==> src/rtl/video_timing_analyzer.sv <==
// Recovers beam position, line/frame geometry, active area and NTSC/PAL
// standard from a raw sync/blank stream sampled on the pixel clock enable,
// and runs a lock state machine that qualifies the recovered timing.
module video_timing_analyzer #(
  parameter int LINE_LOCK_CNT = 3,
  parameter int PAL_THRESHOLD = 288
) (
  input  logic       clk,
  input  logic       reset_n,
  input  logic       pix_ce,
  input  logic       hsync,
  input  logic       vsync,
  input  logic       hblank,
  input  logic       vblank,
  output logic [8:0] x,
  output logic [8:0] y,
  output logic [8:0] line_len,
  output logic [8:0] frame_lines,
  output logic [8:0] active_w,
  output logic [8:0] active_h,
  output logic       frame_start,
  output logic       locked,
  output logic       pal
);

  localparam int              LM_W    = (LINE_LOCK_CNT < 1) ? 1 : $clog2(LINE_LOCK_CNT + 1);
  localparam logic [LM_W-1:0] LM_MAX  = LM_W'(LINE_LOCK_CNT);
  localparam logic [8:0]      CNT_MAX = 9'd511;
  localparam logic [9:0]      PAL_THR = 10'(PAL_THRESHOLD);

  typedef enum logic [1:0] {
    SEARCH  = 2'd0,
    LINE_OK = 2'd1,
    LOCKED  = 2'd2
  } state_t;

  // Increment that sticks at the 9-bit ceiling instead of wrapping.
  function automatic logic [8:0] sat_inc(input logic [8:0] v);
    return (v == CNT_MAX) ? CNT_MAX : v + 9'd1;
  endfunction

  logic            hs_prev_q, hs_prev_d;
  logic            vs_prev_q, vs_prev_d;
  logic            vpend_q, vpend_d;
  logic [8:0]      x_q, x_d;
  logic [8:0]      y_q, y_d;
  logic [8:0]      hact_q, hact_d;
  logic [8:0]      vact_q, vact_d;
  logic [8:0]      line_len_q, line_len_d;
  logic [8:0]      frame_lines_q, frame_lines_d;
  logic [8:0]      active_w_q, active_w_d;
  logic [8:0]      active_h_q, active_h_d;
  logic [LM_W-1:0] line_match_q, line_match_d;
  logic            frame_start_q, frame_start_d;
  logic            pal_q, pal_d;
  state_t          state_q, state_d;

  logic hrise, vrise, frame_end, line_good, frame_ok;

  // Edge events are only meaningful on pixel-enable cycles.
  assign hrise     = pix_ce & hsync & ~hs_prev_q;
  assign vrise     = pix_ce & vsync & ~vs_prev_q;
  assign frame_end = hrise & (vpend_q | vrise);
  // The line just ended matches the previous one (a zero length means no history yet).
  assign line_good = (sat_inc(x_q) == line_len_q) && (line_len_q != 9'd0);
  assign frame_ok  = (sat_inc(y_q) == frame_lines_q) && (frame_lines_q != 9'd0);

  // Position counters, geometry capture and match counting for the next pixel.
  always_comb begin
    hs_prev_d     = hs_prev_q;
    vs_prev_d     = vs_prev_q;
    vpend_d       = vpend_q;
    x_d           = x_q;
    y_d           = y_q;
    hact_d        = hact_q;
    vact_d        = vact_q;
    line_len_d    = line_len_q;
    frame_lines_d = frame_lines_q;
    active_w_d    = active_w_q;
    active_h_d    = active_h_q;
    line_match_d  = line_match_q;
    frame_start_d = 1'b0;
    if (pix_ce) begin
      hs_prev_d = hsync;
      vs_prev_d = vsync;
      // A vsync edge mid-line waits here until the next line start.
      vpend_d   = hrise ? 1'b0 : (vrise ? 1'b1 : vpend_q);
      if (hrise) begin
        line_len_d   = sat_inc(x_q);
        active_w_d   = hblank ? hact_q : sat_inc(hact_q);
        x_d          = 9'd0;
        hact_d       = 9'd0;
        line_match_d = line_good ? ((line_match_q >= LM_MAX) ? LM_MAX : line_match_q + 1'b1)
                                 : '0;
      end else begin
        x_d = sat_inc(x_q);
        if (!hblank) hact_d = sat_inc(hact_q);
      end
      if (frame_end) begin
        frame_lines_d = sat_inc(y_q);
        active_h_d    = vact_q;
        y_d           = 9'd0;
        vact_d        = 9'd0;
        frame_start_d = 1'b1;
      end else if (hrise) begin
        y_d = sat_inc(y_q);
        if (!vblank) vact_d = sat_inc(vact_q);
      end
    end
  end

  // Lock state machine: stable lines first, then two agreeing frame ends.
  always_comb begin
    state_d = state_q;
    case (state_q)
      SEARCH: begin
        if (hrise && (line_match_d == LM_MAX)) state_d = LINE_OK;
      end
      LINE_OK: begin
        if (hrise && (line_match_d == '0))  state_d = SEARCH;
        else if (frame_end && frame_ok)      state_d = LOCKED;
      end
      LOCKED: begin
        if ((hrise && !line_good) || (frame_end && !frame_ok) ||
            (pix_ce && ((x_q == CNT_MAX) || (y_q == CNT_MAX))))
          state_d = SEARCH;
      end
      default: state_d = SEARCH;
    endcase
  end

  // PAL flag tracks the lock so it can never be set while unlocked.
  assign pal_d = (state_d == LOCKED) && ({1'b0, frame_lines_d} >= PAL_THR);

  // State registers; everything clears asynchronously on reset.
  always_ff @(posedge clk or negedge reset_n) begin
    if (!reset_n) begin
      hs_prev_q     <= 1'b0;
      vs_prev_q     <= 1'b0;
      vpend_q       <= 1'b0;
      x_q           <= 9'd0;
      y_q           <= 9'd0;
      hact_q        <= 9'd0;
      vact_q        <= 9'd0;
      line_len_q    <= 9'd0;
      frame_lines_q <= 9'd0;
      active_w_q    <= 9'd0;
      active_h_q    <= 9'd0;
      line_match_q  <= '0;
      frame_start_q <= 1'b0;
      pal_q         <= 1'b0;
      state_q       <= SEARCH;
    end else begin
      hs_prev_q     <= hs_prev_d;
      vs_prev_q     <= vs_prev_d;
      vpend_q       <= vpend_d;
      x_q           <= x_d;
      y_q           <= y_d;
      hact_q        <= hact_d;
      vact_q        <= vact_d;
      line_len_q    <= line_len_d;
      frame_lines_q <= frame_lines_d;
      active_w_q    <= active_w_d;
      active_h_q    <= active_h_d;
      line_match_q  <= line_match_d;
      frame_start_q <= frame_start_d;
      pal_q         <= pal_d;
      state_q       <= state_d;
    end
  end

  assign x           = x_q;
  assign y           = y_q;
  assign line_len    = line_len_q;
  assign frame_lines = frame_lines_q;
  assign active_w    = active_w_q;
  assign active_h    = active_h_q;
  assign frame_start = frame_start_q;
  assign locked      = (state_q == LOCKED);
  assign pal         = pal_q;

endmodule

==> config.mk <==
export PLATFORM = sky130hd
export DESIGN_NAME = video_timing_analyzer
export DESIGN_NICKNAME = d
export VERILOG_FILES = /design/src/rtl/video_timing_analyzer.sv
export SDC_FILE = /design/constraint.sdc
export NUM_CORES = 1
export LEC_CHECK = 0
export CORE_ASPECT_RATIO = 1.1
export CORE_UTILIZATION = 29
export DETAILED_ROUTE_END_ITERATION = 10
export DONT_BUFFER_PORTS = 1
export SETUP_SLACK_MARGIN = 0.05
export SKIP_CTS_REPAIR_TIMING = 1
export SLEW_MARGIN = 0
export SYNTH_ARGS = -nofsm -noshare
export SYNTH_HDL_FRONTEND = slang
export SYNTH_SLANG_ARGS = --single-unit
==> constraint.sdc <==
create_clock -name clk -period 4.8 [get_ports clk]
set_input_delay 0.72 -clock clk [delete_from_list [all_inputs] [get_ports clk]]
set_output_delay 0.72 -clock clk [all_outputs]
set_load 0.005 [all_outputs]
==> summary.json, run 1 <==
{
  "status": {"value": "finished clean"},
  "setup_slack_of_the_critical_path_after_layout": {"value": 2.105, "unit": "ns"},
  "final.period_utilization": {"value": 56.15, "unit": "%"},
  "floorplan_core_area": {"value": 14500, "unit": "sq um"},
  "first_iter_violations": {"value": 334},
  "finalNonFillerCells": {"value": 670},
  "rr_startpoint": {"value": "y[0]"},
  "initial_utilization": {"value": 29.77, "unit": "%"},
  "critPathLaunch": {"value": "y[0]"},
  "die_area": {"value": 15380, "unit": "sq um"},
  "required": {"value": 5.05, "unit": "ns"},
  "finalNetCount": {"value": 484},
  "path_cells": {"value": "ha_1, and3_1, a31oi_1, mux2_2, nand3b_1, nor4_2, nor2_1, nor4_2"},
  "reg2reg_slack": {"value": 2.10, "unit": "ns"},
  "setup_viol": {"value": 0},
  "pwrdens": {"value": 460.4, "unit": "nW/um^2"},
  "synth_fp_nets": {"value": 497},
  "fraction_of_layout_cells_with_a_size_suffix_above_1": {"value": 7.531, "unit": "%"},
  "reg_area": {"value": 2027, "unit": "sq um"},
  "power_frac_seq": {"value": 47.0, "unit": "%"},
  "global_route.usage.met1": {"value": 18.54, "unit": "%"},
  "die_height": {"value": 130.0, "unit": "um"},
  "power_leakage": {"value": 0.002014, "unit": "uW"},
  "synth_enable_flop_cells": {"value": 0},
  "vdd.ir_drop.worst": {"value": 0.2092, "unit": "mV"},
  "synth_cell_types": {"value": 59},
  "drtPass1Iterations": {"value": 5},
  "grt_met2_usage": {"value": 24.81, "unit": "%"},
  "netSwitchingPower": {"value": 750.6, "unit": "uW"},
  "synth-main-ff-cell": {"value": "dfrtp_1"},
  "p_sw_share": {"value": 34.17, "unit": "%"},
  "post_dp_cell_area": {"value": 4462, "unit": "sq um"},
  "yosysSeqAreaShare": {"value": 46.94, "unit": "%"},
  "slowest_stage": {"value": "dfrtp_1"},
  "clock_tree_buf_depth": {"value": 2},
  "grt_setup_unrepaired": {"value": "no"},
  "clk_root_buffer_cell": {"value": "clkbuf_16"},
  "crit_arrival": {"value": 2.94, "unit": "ns"},
  "n_antenna_cell": {"value": 0},
  "area_growth": {"value": 10.52, "unit": "%"},
  "syn_area_per_cell": {"value": 8.885, "unit": "sq um"},
  "fin_worst_skew": {"value": 0.006856, "unit": "ns"},
  "boundaryPins": {"value": 64},
  "critPathBufInv": {"value": 0},
  "largest_net_degree_at_the_start_of_global_routing": {"value": 82},
  "count_of_unresolved_drc_violations_after_routing": {"value": 0},
  "timing.critical_path.from_type": {"value": "flop"},
  "tritoncts_num_sinks": {"value": 81},
  "hold_viol_final": {"value": 0},
  "finish.instance_area": {"value": 4772, "unit": "sq um"},
  "placement.io_buffers": {"value": 0},
  "place_inst": {"value": 654},
  "global_route.usage.met3": {"value": 4.895, "unit": "%"},
  "cp_max_fo": {"value": 11},
  "synth-compound-area-share": {"value": 20.78, "unit": "%"},
  "mux_share_of_post_synthesis_cell_area": {"value": 1.507, "unit": "%"},
  "multi_input_comb_area": {"value": 2120, "unit": "sq um"},
  "fillerInstances": {"value": 1526},
  "routed-via-count": {"value": 3604},
  "wl": {"value": 11020, "unit": "um"},
  "critical-path-top-delay-family": {"value": "simple AND/OR/NAND/NOR gates"},
  "place_congestion": {"value": 0.8747},
  "tritoncts.num_buffers": {"value": 9},
  "final-max-slew-violation-count": {"value": 0},
  "ctsHtreeMaxLevel": {"value": 3},
  "max_fclk": {"value": 371.0, "unit": "MHz"},
  "final_core_utilization": {"value": 32.90, "unit": "%"},
  "timing.slew.headroom": {"value": 35.41, "unit": "%"},
  "reg2reg_depth": {"value": 8},
  "setup_total_negative_slack": {"value": 0, "unit": "ns"},
  "hold_path.class": {"value": "in -> async"},
  "die_w": {"value": 118.3, "unit": "um"},
  "worstMarginPinSlew": {"value": 0.9644, "unit": "ns"},
  "timing.rr.end": {"value": "pal"},
  "cts_tree": {"value": "done"},
  "first_global_vias": {"value": 3312},
  "postSynthCellCount": {"value": 486},
  "max-cap-violations": {"value": 0},
  "synth-xor-area-share": {"value": 4.028, "unit": "%"},
  "drt-vias-per-instance": {"value": 5.379},
  "timing.critical_path.to_type": {"value": "flop"},
  "clk_pin_slew": {"value": 0.07, "unit": "ns"},
  "clkLatencyLatePin": {"value": 0.34, "unit": "ns"},
  "asyncSetResetFlopFracSynth": {"value": 100.0, "unit": "%"},
  "commonest_non_fill_non_tap_cell_in_the_layout": {"value": "dfrtp_1"},
  "grt-busiest-layer": {"value": "met2"},
  "ys_warn_count": {"value": 0},
  "number_of_antenna_violations_at_the_first_check_in_global_routing": {"value": 0},
  "power.share.combinational": {"value": 20.2, "unit": "%"},
  "synth-simple-area-share": {"value": 21.62, "unit": "%"},
  "grt_first_pass_wirelength": {"value": 18030, "unit": "um"},
  "placementRows": {"value": 46},
  "grt_util_all_layers": {"value": 14.85, "unit": "%"},
  "synth.cell_area": {"value": 4318, "unit": "sq um"},
  "antenna_violating_nets_post_route": {"value": 0},
  "p_clk_share": {"value": 32.8, "unit": "%"},
  "worst_path_most_repeated_cell": {"value": "nor4_2"},
  "synth-seq-cells": {"value": 81},
  "grt.overflow.total": {"value": 0},
  "drt-wirelength-per-cell": {"value": 16.45, "unit": "um"},
  "intPower": {"value": 1446, "unit": "uW"},
  "post_synthesis_adder_cell_area_fraction": {"value": 1.159, "unit": "%"},
  "fin_crit": {"value": 2.695, "unit": "ns"},
  "timing.setup.critical_path_class": {"value": "reg -> reg"},
  "dpl_worst_slack": {"value": 1.939, "unit": "ns"},
  "cpPeakStageDelay": {"value": 0.57, "unit": "ns"},
  "layout_common_cells": {"value": "dfrtp_1 (81), nand2_1 (74), o21ai_0 (45), nor2_1 (41), a21oi_1 (40)"},
  "placed_wire_length_estimate_after_detailed_placement": {"value": 7555, "unit": "um"},
  "synth_top_family_by_area": {"value": "simple AND/OR/NAND/NOR gates"}
}
==> cell families (layout without fill, tap and decap cells) <==
logic type | count (synthesis) | after routing
DFF | 81 | 81
xor gates and xnor gates | 19 | 19
buffers and inverters | 42 | 34
muxes | 6 | 6
and+or+nand+nor | 188 | 188
AOI/OAI and AO/OA | 146 | 146
adders and majority gates | 4 | 4
==> final cells by class <==
cell class,instances,area share [%]
clock inverters,7,1.783
inverters,16,1.259
multi-input cells,363,44.42
repair buffers,2,0.3146
flip-flops and latches,81,42.47
well taps,192,5.034
clock buffers,9,4.719
==> cells in the mapped netlist, types with 3 or more instances <==
master | number | area (sq um)
nor4_2 | 3 | 37.54
inv_1 | 16 | 60.06
clkbuf_1 | 17 | 63.81
xnor2_1 | 13 | 113.9
dfrtp_1 | 81 | 2027
nand3b_1 | 3 | 22.52
and4_1 | 5 | 43.79
nand2_1 | 74 | 277.8
mux2_2 | 4 | 45.04
nor2_1 | 41 | 153.9
o21ai_0 | 45 | 225.2
o22a_1 | 3 | 26.28
a21boi_0 | 3 | 22.52
xor2_1 | 5 | 43.79
nand3_1 | 13 | 65.06
ha_1 | 4 | 50.05
buf_2 | 8 | 40.04
a31oi_1 | 14 | 87.58
nor3_1 | 7 | 35.03
o211ai_1 | 5 | 37.54
nor2b_1 | 6 | 37.54
o21a_1 | 3 | 22.52
nor4_1 | 5 | 31.28
o22ai_1 | 6 | 37.54
nand4_1 | 6 | 37.54
and3_1 | 9 | 56.30
a22oi_1 | 4 | 30.03
a21oi_1 | 40 | 200.2
==> metrics by stage <==
step	power [uW]	hold slack (ns)
global placement	1476	0.4266
floorplan	1360	0.4244
detailed placement	1491	0.4263
finish	2197	0.07007
CTS	2221	0.05318
global route	2334	0.04740
==> routing by layer <==
layer / share of wire (%) / vias to the layer above
li1: - / 1716
met1: 44 / 1766
met2: 48 / 116
met3: 7.1 / 6
met4: 0.77 / 0
met5: 0 / -
==> how the worst max path moves through the flow <==
stage	endpoint	cells past startpoint	slack, ns
after global placement	frame_lines[2]	5	1.98
after floorplan	pal	8	2.61
after global routing	pal	7	1.82
after CTS	pal	8	2.13
final	pal	8	2.10
after detailed placement	frame_lines[2]	5	1.94
==> state kept, by name (all words and copies together), names as in the netlist, 2 cells and up <==
name and count:
active_h 9, active_w 9, frame_lines 9, hact_q 9, line_len 9, vact_q 9, x 9, y 9
line_match_q 2, state_q 2
==> power groups by stage <==
stage | Sequential (uW) | Clock, uW | Combinational [uW]
floorplan | 961 | 0 | 399
detailed placement | 1050 | 0 | 442
global route | 1060 | 767 | 503
finish | 1030 | 720 | 444
global placement | 1040 | 0 | 431
CTS | 1040 | 739 | 444
No activity file was read; power rests on OpenSTA's default activity.
==> run 2, diff against run 1 <==
- ABC_AREA: not set -> 1
- clock period: 4.8 -> 2.5 ns (I/O delays scaled with it)
==> run 2 against run 1 <==
Non-clock buffer count is 5 higher. Synthesized area is 1.9% lower. Wire length is 4.0% lower. Via count is 0.28% higher. Largest power group unchanged. Design area is 0.76% higher.
==> summary.json, run 2 <==
{
  "grt_util_all_layers": {"value": 14.98, "unit": "%", "change": "+0.12 points"},
  "timing.rr.end": {"value": "state_q[0]"},
  "synth_cell_types": {"value": 36, "change": "-39%"},
  "layout_common_cells": {"value": "nand2_1 (147), dfrtp_1 (81), inv_1 (71), o21ai_0 (61), nor2_1 (42)"},
  "critPathBufInv": {"value": 1, "change": "+1"},
  "synth_top_area_share": {"value": 47.83, "unit": "%", "change": "+0.89 points"},
  "critical-path-top-delay-family": {"value": "simple AND/OR/NAND/NOR gates"},
  "finalNetCount": {"value": 560, "change": "+16%"},
  "boundaryPins": {"value": 64, "change": "unchanged"},
  "postSynthCellCount": {"value": 545, "change": "+12%"},
  "n_antenna_cell": {"value": 0, "change": "unchanged"},
  "grt_first_pass_wirelength": {"value": 17350, "unit": "um", "change": "-3.7%"},
  "first_global_vias": {"value": 3420, "change": "+3.3%"},
  "timing.slew.headroom": {"value": 52.35, "unit": "%", "change": "+17 points"},
  "grt_setup_unrepaired": {"value": "no"},
  "clk_root_buffer_cell": {"value": "clkbuf_16"},
  "reg2reg_depth": {"value": 12, "change": "+4"},
  "floorplan_core_area": {"value": 14020, "unit": "sq um", "change": "-3.3%"},
  "place_congestion": {"value": 0.8380, "change": "-4.2%"},
  "cpPeakStageDelay": {"value": 0.46, "unit": "ns", "change": "-0.11 ns"},
  "first_iter_violations": {"value": 137, "change": "-59%"},
  "post-synth-top-count-cell": {"value": "nand2_1"},
  "synth-seq-cells": {"value": 81, "change": "unchanged"},
  "cp_max_fo": {"value": 16, "change": "+5"},
  "die_w": {"value": 117.3, "unit": "um", "change": "-0.92%"},
  "final-max-slew-violation-count": {"value": 0, "change": "unchanged"},
  "timing.critical_path.from_type": {"value": "flop"},
  "grt.overflow.total": {"value": 0, "change": "unchanged"},
  "ctsHtreeMaxLevel": {"value": 3, "change": "unchanged"},
  "final.period_utilization": {"value": 89.36, "unit": "%", "change": "+33 points"},
  "initial_utilization": {"value": 30.23, "unit": "%", "change": "+0.46 points"},
  "wl": {"value": 10580, "unit": "um", "change": "-4.0%"},
  "setup_viol": {"value": 0, "change": "unchanged"},
  "placementRows": {"value": 45, "change": "-2.2%"},
  "synth.cell_area": {"value": 4238, "unit": "sq um", "change": "-1.9%"},
  "yosysSeqAreaShare": {"value": 47.83, "unit": "%", "change": "+0.89 points"},
  "worst_hold_path.num_cells": {"value": 1},
  "clock_tree_buf_depth": {"value": 2, "change": "unchanged"},
  "required": {"value": 2.72, "unit": "ns", "change": "-2.33 ns"},
  "worst_path_most_repeated_cell": {"value": "nand2_1"},
  "pwrdens": {"value": 855.1, "unit": "nW/um^2", "change": "+86%"},
  "tritoncts_num_sinks": {"value": 81, "change": "unchanged"},
  "status": {"value": "finished clean"},
  "vdd.ir_drop.worst": {"value": 0.2959, "unit": "mV", "change": "+41%"},
  "largest_cells_by_area_after_synthesis": {"value": "dfrtp_1 (48%), nand2_1 (13%), o21ai_0 (7.2%)"},
  "slowest_stage": {"value": "dfrtp_1"},
  "area_growth": {"value": 13.46, "unit": "%"},
  "syn_area_per_cell": {"value": 7.776, "unit": "sq um", "change": "-12%"},
  "cts_tree": {"value": "done"},
  "tritoncts.num_buffers": {"value": 9, "change": "unchanged"},
  "fin_worst_skew": {"value": 0.006415, "unit": "ns", "change": "-0.0004414 ns"},
  "asyncSetResetFlopFracSynth": {"value": 100.0, "unit": "%", "change": "unchanged"},
  "clk_pin_slew": {"value": 0.06, "unit": "ns", "change": "about the same"},
  "die_area": {"value": 15100, "unit": "sq um", "change": "-1.8%"},
  "clkLatencyLatePin": {"value": 0.34, "unit": "ns", "change": "about the same"},
  "antenna_violating_nets_post_route": {"value": 0, "change": "unchanged"},
  "rr_startpoint": {"value": "y[0]"},
  "max-cap-violations": {"value": 0, "change": "unchanged"},
  "setup_total_negative_slack": {"value": 0, "unit": "ns", "change": "unchanged"},
  "placement.io_buffers": {"value": 0, "change": "unchanged"},
  "count_of_unresolved_drc_violations_after_routing": {"value": 0, "change": "unchanged"},
  "placed_wire_length_estimate_after_detailed_placement": {"value": 7573, "unit": "um", "change": "+0.24%"},
  "drtPass1Iterations": {"value": 4, "change": "-1"},
  "timing.setup.critical_path_class": {"value": "reg -> reg"},
  "synth-main-ff-cell": {"value": "dfrtp_1"},
  "timing.critical_path.to_type": {"value": "flop"},
  "synthTopCellsByCount": {"value": "nand2_1 (147), dfrtp_1 (81), inv_1 (71), o21ai_0 (61), nor2_1 (42)"},
  "drt-vias-per-instance": {"value": 4.871, "change": "-9.5%"},
  "timing.hold.worst.start": {"value": "pix_ce"},
  "commonest_non_fill_non_tap_cell_in_the_layout": {"value": "nand2_1"},
  "multi_input_comb_area": {"value": 1862, "unit": "sq um", "change": "-12%"},
  "ys_warn_count": {"value": 0, "change": "unchanged"},
  "fillerInstances": {"value": 1442, "change": "-5.5%"},
  "hold_viol_final": {"value": 0, "change": "unchanged"},
  "hold_path.class": {"value": "in -> reg"},
  "path_cells": {"value": "ha_1, nand2_2, nor2_4, nand3_4, nand2_1, inv_1, nand2_1, nand2_1, nor2_1, nand4_1, o211ai_1, nand2_1"},
  "drt-wirelength-per-cell": {"value": 14.25, "unit": "um", "change": "-13%"},
  "total_power": {"value": 4112, "unit": "uW", "change": "+87%"},
  "synth_enable_flop_cells": {"value": 0, "change": "unchanged"},
  "number_of_antenna_violations_at_the_first_check_in_global_routing": {"value": 0, "change": "unchanged"},
  "worstMarginPinSlew": {"value": 0.7121, "unit": "ns", "change": "-0.2523 ns"},
  "crit_arrival": {"value": 2.45, "unit": "ns", "change": "-0.49 ns"},
  "largest_net_degree_at_the_start_of_global_routing": {"value": 82, "change": "unchanged"},
  "routed-via-count": {"value": 3614, "change": "+0.28%"},
  "die_height": {"value": 128.8, "unit": "um", "change": "-0.92%"},
  "min_to": {"value": "vs_prev_q"},
  "synth_fp_nets": {"value": 556, "change": "+12%"},
  "fin_crit": {"value": 2.234, "unit": "ns", "change": "-0.4614 ns"},
  "reg_area": {"value": 2027, "unit": "sq um", "change": "unchanged"},
  "max_fclk": {"value": 447.7, "unit": "MHz", "change": "+21%"},
  "post-synth-top-area-cell": {"value": "dfrtp_1"},
  "power_leakage": {"value": 0.002210, "unit": "uW", "change": "+9.7%"},
  "fraction_of_layout_cells_with_a_size_suffix_above_1": {"value": 7.040, "unit": "%", "change": "-0.49 points"},
  "reg2reg_slack": {"value": 0.27, "unit": "ns", "change": "-1.84 ns"}
}
run 2: worst max path at each step:
stage,from,endpoint,slack (ns),depth (start not counted)
2_1_floorplan,x[0],pal,0.68,13
3_3_place_gp,x[0],pal,0.36,11
3_5_place_dp,x[0],pal,0.31,11
4_1_cts,y[0],state_q[0],0.29,12
5_1_grt,y[0],state_q[0],0.08,12
6_report,y[0],state_q[0],0.27,12
run 2: cell families after synthesis:
logic type | after synthesis | synth area share [%]
AO/OA/AOI/OAI | 98 | 12.90
flip-flops | 81 | 47.83
adder cells (fa/ha/maj) | 4 | 1.181
buffers and inverters | 88 | 8.238
AND/OR/NAND/NOR | 262 | 27.37
XOR/XNOR | 12 | 2.480
run 2: layer usage:
metal	wire (um)	vias up	global-route usage, %
met5	0	-	0
met2	4980	96	23.60
met4	220	0	6.776
li1	-	1776	-
met1	4518	1722	18.64
met3	856	20	4.757
run 2: worst register-to-register path, cell delays in order (launching register included):
cell      delay [ns]
dfrtp_1         0.46
ha_1            0.24
nand2_2         0.11
nor2_4          0.15
nand3_4         0.20
nand2_1         0.18
inv_1           0.05
nand2_1         0.05
nand2_1         0.05
nor2_1          0.10
nand4_1         0.17
o211ai_1        0.26
nand2_1         0.09
run 2: power by group:
part | internal [uW] | switching, uW
clock network | 930 | 526
registers | 1550 | 275
logic | 306 | 521
run 2: final cells by class:
type	count	share of cell area, %
tap	188	4.892
multi-input combinational	376	38.72
timing repair buffer	7	1.561
clock inverter	4	1.561
inverter	74	5.777
sequential	81	42.15
clock buffer	12	5.334
run 2: through the flow:
| step | cell area (sq um) | hold WS [ns] | instances | util [%] | setup slack (ns) |
|---|---|---|---|---|---|
| after floorplan | 4238 | 0.07941 | 545 | - | 0.6812 |
| after global placement | 4439 | 0.08090 | 724 | 31.66 | 0.3648 |
| after detailed placement | 4439 | 0.08129 | 724 | 31.66 | 0.3081 |
| after CTS | 4771 | -0.2879 | 740 | 34.03 | 0.2911 |
| after global routing | 4808 | 0.1319 | 742 | 34.30 | 0.08472 |
| final | 4808 | 0.1432 | 742 | 34.30 | 0.2661 |
==> run 3, diff against run 2 <==
- CORE_ASPECT_RATIO: 1.1 -> 1.4
- PLACE_DENSITY_LB_ADDON: not set -> 0.2
==> run 3 against run 2 <==
Non-clock buffer count up 1. Clock power about the same. Highest routed layer unchanged. Total power up 0.37%.
==> summary.json, run 3 (synthesis gave the netlist of run 2 again) <==
{
  "placed_wire_length_estimate_after_detailed_placement": {"value": 7701, "unit": "um", "change": "+1.7%"},
  "fin_worst_skew": {"value": 0.009331, "unit": "ns", "change": "+0.002916 ns"},
  "final-max-slew-violation-count": {"value": 0, "change": "unchanged"},
  "n_antenna_cell": {"value": 0, "change": "unchanged"},
  "reg2reg_slack": {"value": 0.32, "unit": "ns", "change": "+0.05 ns"},
  "min_to": {"value": "x[7]"},
  "cts_tree": {"value": "done"},
  "required": {"value": 2.77, "unit": "ns", "change": "+0.05 ns"},
  "boundaryPins": {"value": 64, "change": "unchanged"},
  "hold_path.class": {"value": "in -> reg"},
  "routed-via-count": {"value": 3572, "change": "-1.2%"},
  "clock_tree_buf_depth": {"value": 2, "change": "unchanged"},
  "crit_arrival": {"value": 2.45, "unit": "ns", "change": "about the same"},
  "tritoncts_num_sinks": {"value": 81, "change": "unchanged"},
  "timing.hold.worst.start": {"value": "pix_ce"},
  "die_w": {"value": 104.2, "unit": "um", "change": "-11%"},
  "area_growth": {"value": 13.70, "unit": "%"},
  "fin_crit": {"value": 2.181, "unit": "ns", "change": "-0.05243 ns"},
  "timing.critical_path.from_type": {"value": "flop"},
  "timing.rr.end": {"value": "pal"},
  "fraction_of_layout_cells_with_a_size_suffix_above_1": {"value": 7.748, "unit": "%", "change": "+0.71 points"},
  "clk_root_buffer_cell": {"value": "clkbuf_16"},
  "max_fclk": {"value": 458.4, "unit": "MHz", "change": "+2.4%"},
  "die_height": {"value": 145.0, "unit": "um", "change": "+13%"},
  "initial_utilization": {"value": 30.05, "unit": "%", "change": "-0.18 points"},
  "fillerInstances": {"value": 1464, "change": "+1.5%"},
  "max-cap-violations": {"value": 0, "change": "unchanged"},
  "floorplan_core_area": {"value": 14100, "unit": "sq um", "change": "+0.59%"},
  "hold_viol_final": {"value": 0, "change": "unchanged"},
  "grt_first_pass_wirelength": {"value": 18270, "unit": "um", "change": "+5.3%"},
  "status": {"value": "finished clean"},
  "drt-wirelength-per-cell": {"value": 14.56, "unit": "um", "change": "+2.2%"},
  "final.period_utilization": {"value": 87.26, "unit": "%", "change": "-2.1 points"},
  "cp_max_fo": {"value": 14, "change": "-2"},
  "multi_input_comb_area": {"value": 1867, "unit": "sq um", "change": "+0.27%"},
  "count_of_unresolved_drc_violations_after_routing": {"value": 0, "change": "unchanged"},
  "grt_util_all_layers": {"value": 15.23, "unit": "%", "change": "+0.25 points"},
  "placement.io_buffers": {"value": 0, "change": "unchanged"},
  "grt_setup_unrepaired": {"value": "no"},
  "first_global_vias": {"value": 3553, "change": "+3.9%"},
  "hold-worst-slack": {"value": 0.1462, "unit": "ns", "change": "+0.002920 ns"},
  "pwrdens": {"value": 856.5, "unit": "nW/um^2", "change": "+0.17%"},
  "vdd.ir_drop.worst": {"value": 0.3222, "unit": "mV", "change": "+8.9%"},
  "setup_slack_of_the_critical_path_after_layout": {"value": 0.3185, "unit": "ns", "change": "+0.05243 ns"},
  "layout_common_cells": {"value": "nand2_1 (146), dfrtp_1 (80), inv_1 (71), o21ai_0 (61), nor2_1 (42)"},
  "worstMarginPinSlew": {"value": 0.6840, "unit": "ns", "change": "-0.02807 ns"},
  "tritoncts.num_buffers": {"value": 9, "change": "unchanged"},
  "die_area": {"value": 15110, "unit": "sq um", "change": "about the same"},
  "setup_total_negative_slack": {"value": 0, "unit": "ns", "change": "unchanged"},
  "ctsHtreeMaxLevel": {"value": 3, "change": "unchanged"},
  "antenna_violating_nets_post_route": {"value": 0, "change": "unchanged"},
  "rr_startpoint": {"value": "x[0]"},
  "placementRows": {"value": 51, "change": "+13%"},
  "commonest_non_fill_non_tap_cell_in_the_layout": {"value": "nand2_1"},
  "drtPass1Iterations": {"value": 4, "change": "unchanged"},
  "finalNetCount": {"value": 561, "change": "+0.18%"},
  "wl": {"value": 10780, "unit": "um", "change": "+1.9%"},
  "dpl_worst_slack": {"value": 0.2527, "unit": "ns", "change": "-0.05539 ns"},
  "first_iter_violations": {"value": 130, "change": "-5.1%"},
  "power_leakage": {"value": 0.002208, "unit": "uW", "change": "about the same"},
  "drt-vias-per-instance": {"value": 4.827, "change": "-0.90%"},
  "number_of_antenna_violations_at_the_first_check_in_global_routing": {"value": 0, "change": "unchanged"},
  "place_congestion": {"value": 0.8376, "change": "about the same"},
  "reg2reg_depth": {"value": 13, "change": "+1"},
  "timing.critical_path.to_type": {"value": "flop"},
  "worst_hold_path.num_cells": {"value": 1, "change": "unchanged"},
  "timing.slew.headroom": {"value": 54.23, "unit": "%", "change": "+1.9 points"},
  "reg_area": {"value": 2028, "unit": "sq um", "change": "about the same"},
  "timing.setup.critical_path_class": {"value": "reg -> reg"},
  "clk_pin_slew": {"value": 0.06, "unit": "ns", "change": "about the same"},
  "largest_net_degree_at_the_start_of_global_routing": {"value": 82, "change": "unchanged"},
  "grt.overflow.total": {"value": 0, "change": "unchanged"},
  "clkLatencyLatePin": {"value": 0.34, "unit": "ns", "change": "about the same"},
  "setup_viol": {"value": 0, "change": "unchanged"}
}
[run 3: stage by stage]
| step | area [sq um] | total power (uW) | cells | util [%] |
|---|---|---|---|---|
| after detailed placement | 4420 | 2657 | 719 | 31.35 |
| final | 4818 | 4127 | 740 | 34.17 |
| after global placement | 4420 | 2639 | 719 | 31.35 |
| after global routing | 4818 | 4398 | 740 | 34.17 |
| after floorplan | 4238 | 2410 | 545 | - |
| after CTS | 4752 | 4151 | 735 | 33.70 |
[run 3: layout make-up]
class,instances,share of cell area [%]
Timing Repair Buffer,8,1.714
Sequential cell,81,42.09
Tap cell,185,4.804
Clock inverter,4,1.558
Clock buffer,12,5.323
Multi-Input combinational cell,376,38.74
Inverter,74,5.765
[run 3: power breakdown]
group          leakage, uW  total [uW]  switching (uW)  internal [uW]
Sequential         0.00108        1830             277           1550
Clock             0.000155        1470             538            930
Combinational     0.000975         828             521            306
[run 3: how the worst max path moves through the flow]
stage / from / endpoint / slack, ns / cells after the start
6_report: x[0] / pal / 0.32 / 13
5_1_grt: x[0] / pal / 0.07 / 13
4_1_cts: y[0] / pal / 0.22 / 13
3_5_place_dp: y[0] / pal / 0.25 / 13
3_3_place_gp: x[0] / pal / 0.36 / 13
2_1_floorplan: x[0] / pal / 0.68 / 13
[run 3: worst max-delay path, stage by stage (launching register included)]
cell and delay (ns):
dfrtp_1 0.45, ha_2 0.26, nand2_2 0.08, nor2_4 0.13
nand3_4 0.19, nand2_1 0.16, nand2_1 0.07, nand2_1 0.05
o21ai_0 0.07, nor2_1 0.11, nand4_1 0.15, nand2_2 0.14
nand3_1 0.10, a21oi_1 0.15
[run 3: per-layer routing]
layer	vias to the layer above	global-route usage, %	wire length [um]
met5	-	0	0
met4	0	6.500	176
met3	14	4.358	613
met2	66	27.13	5672
met1	1714	16.71	4315
li1	1778	-	-
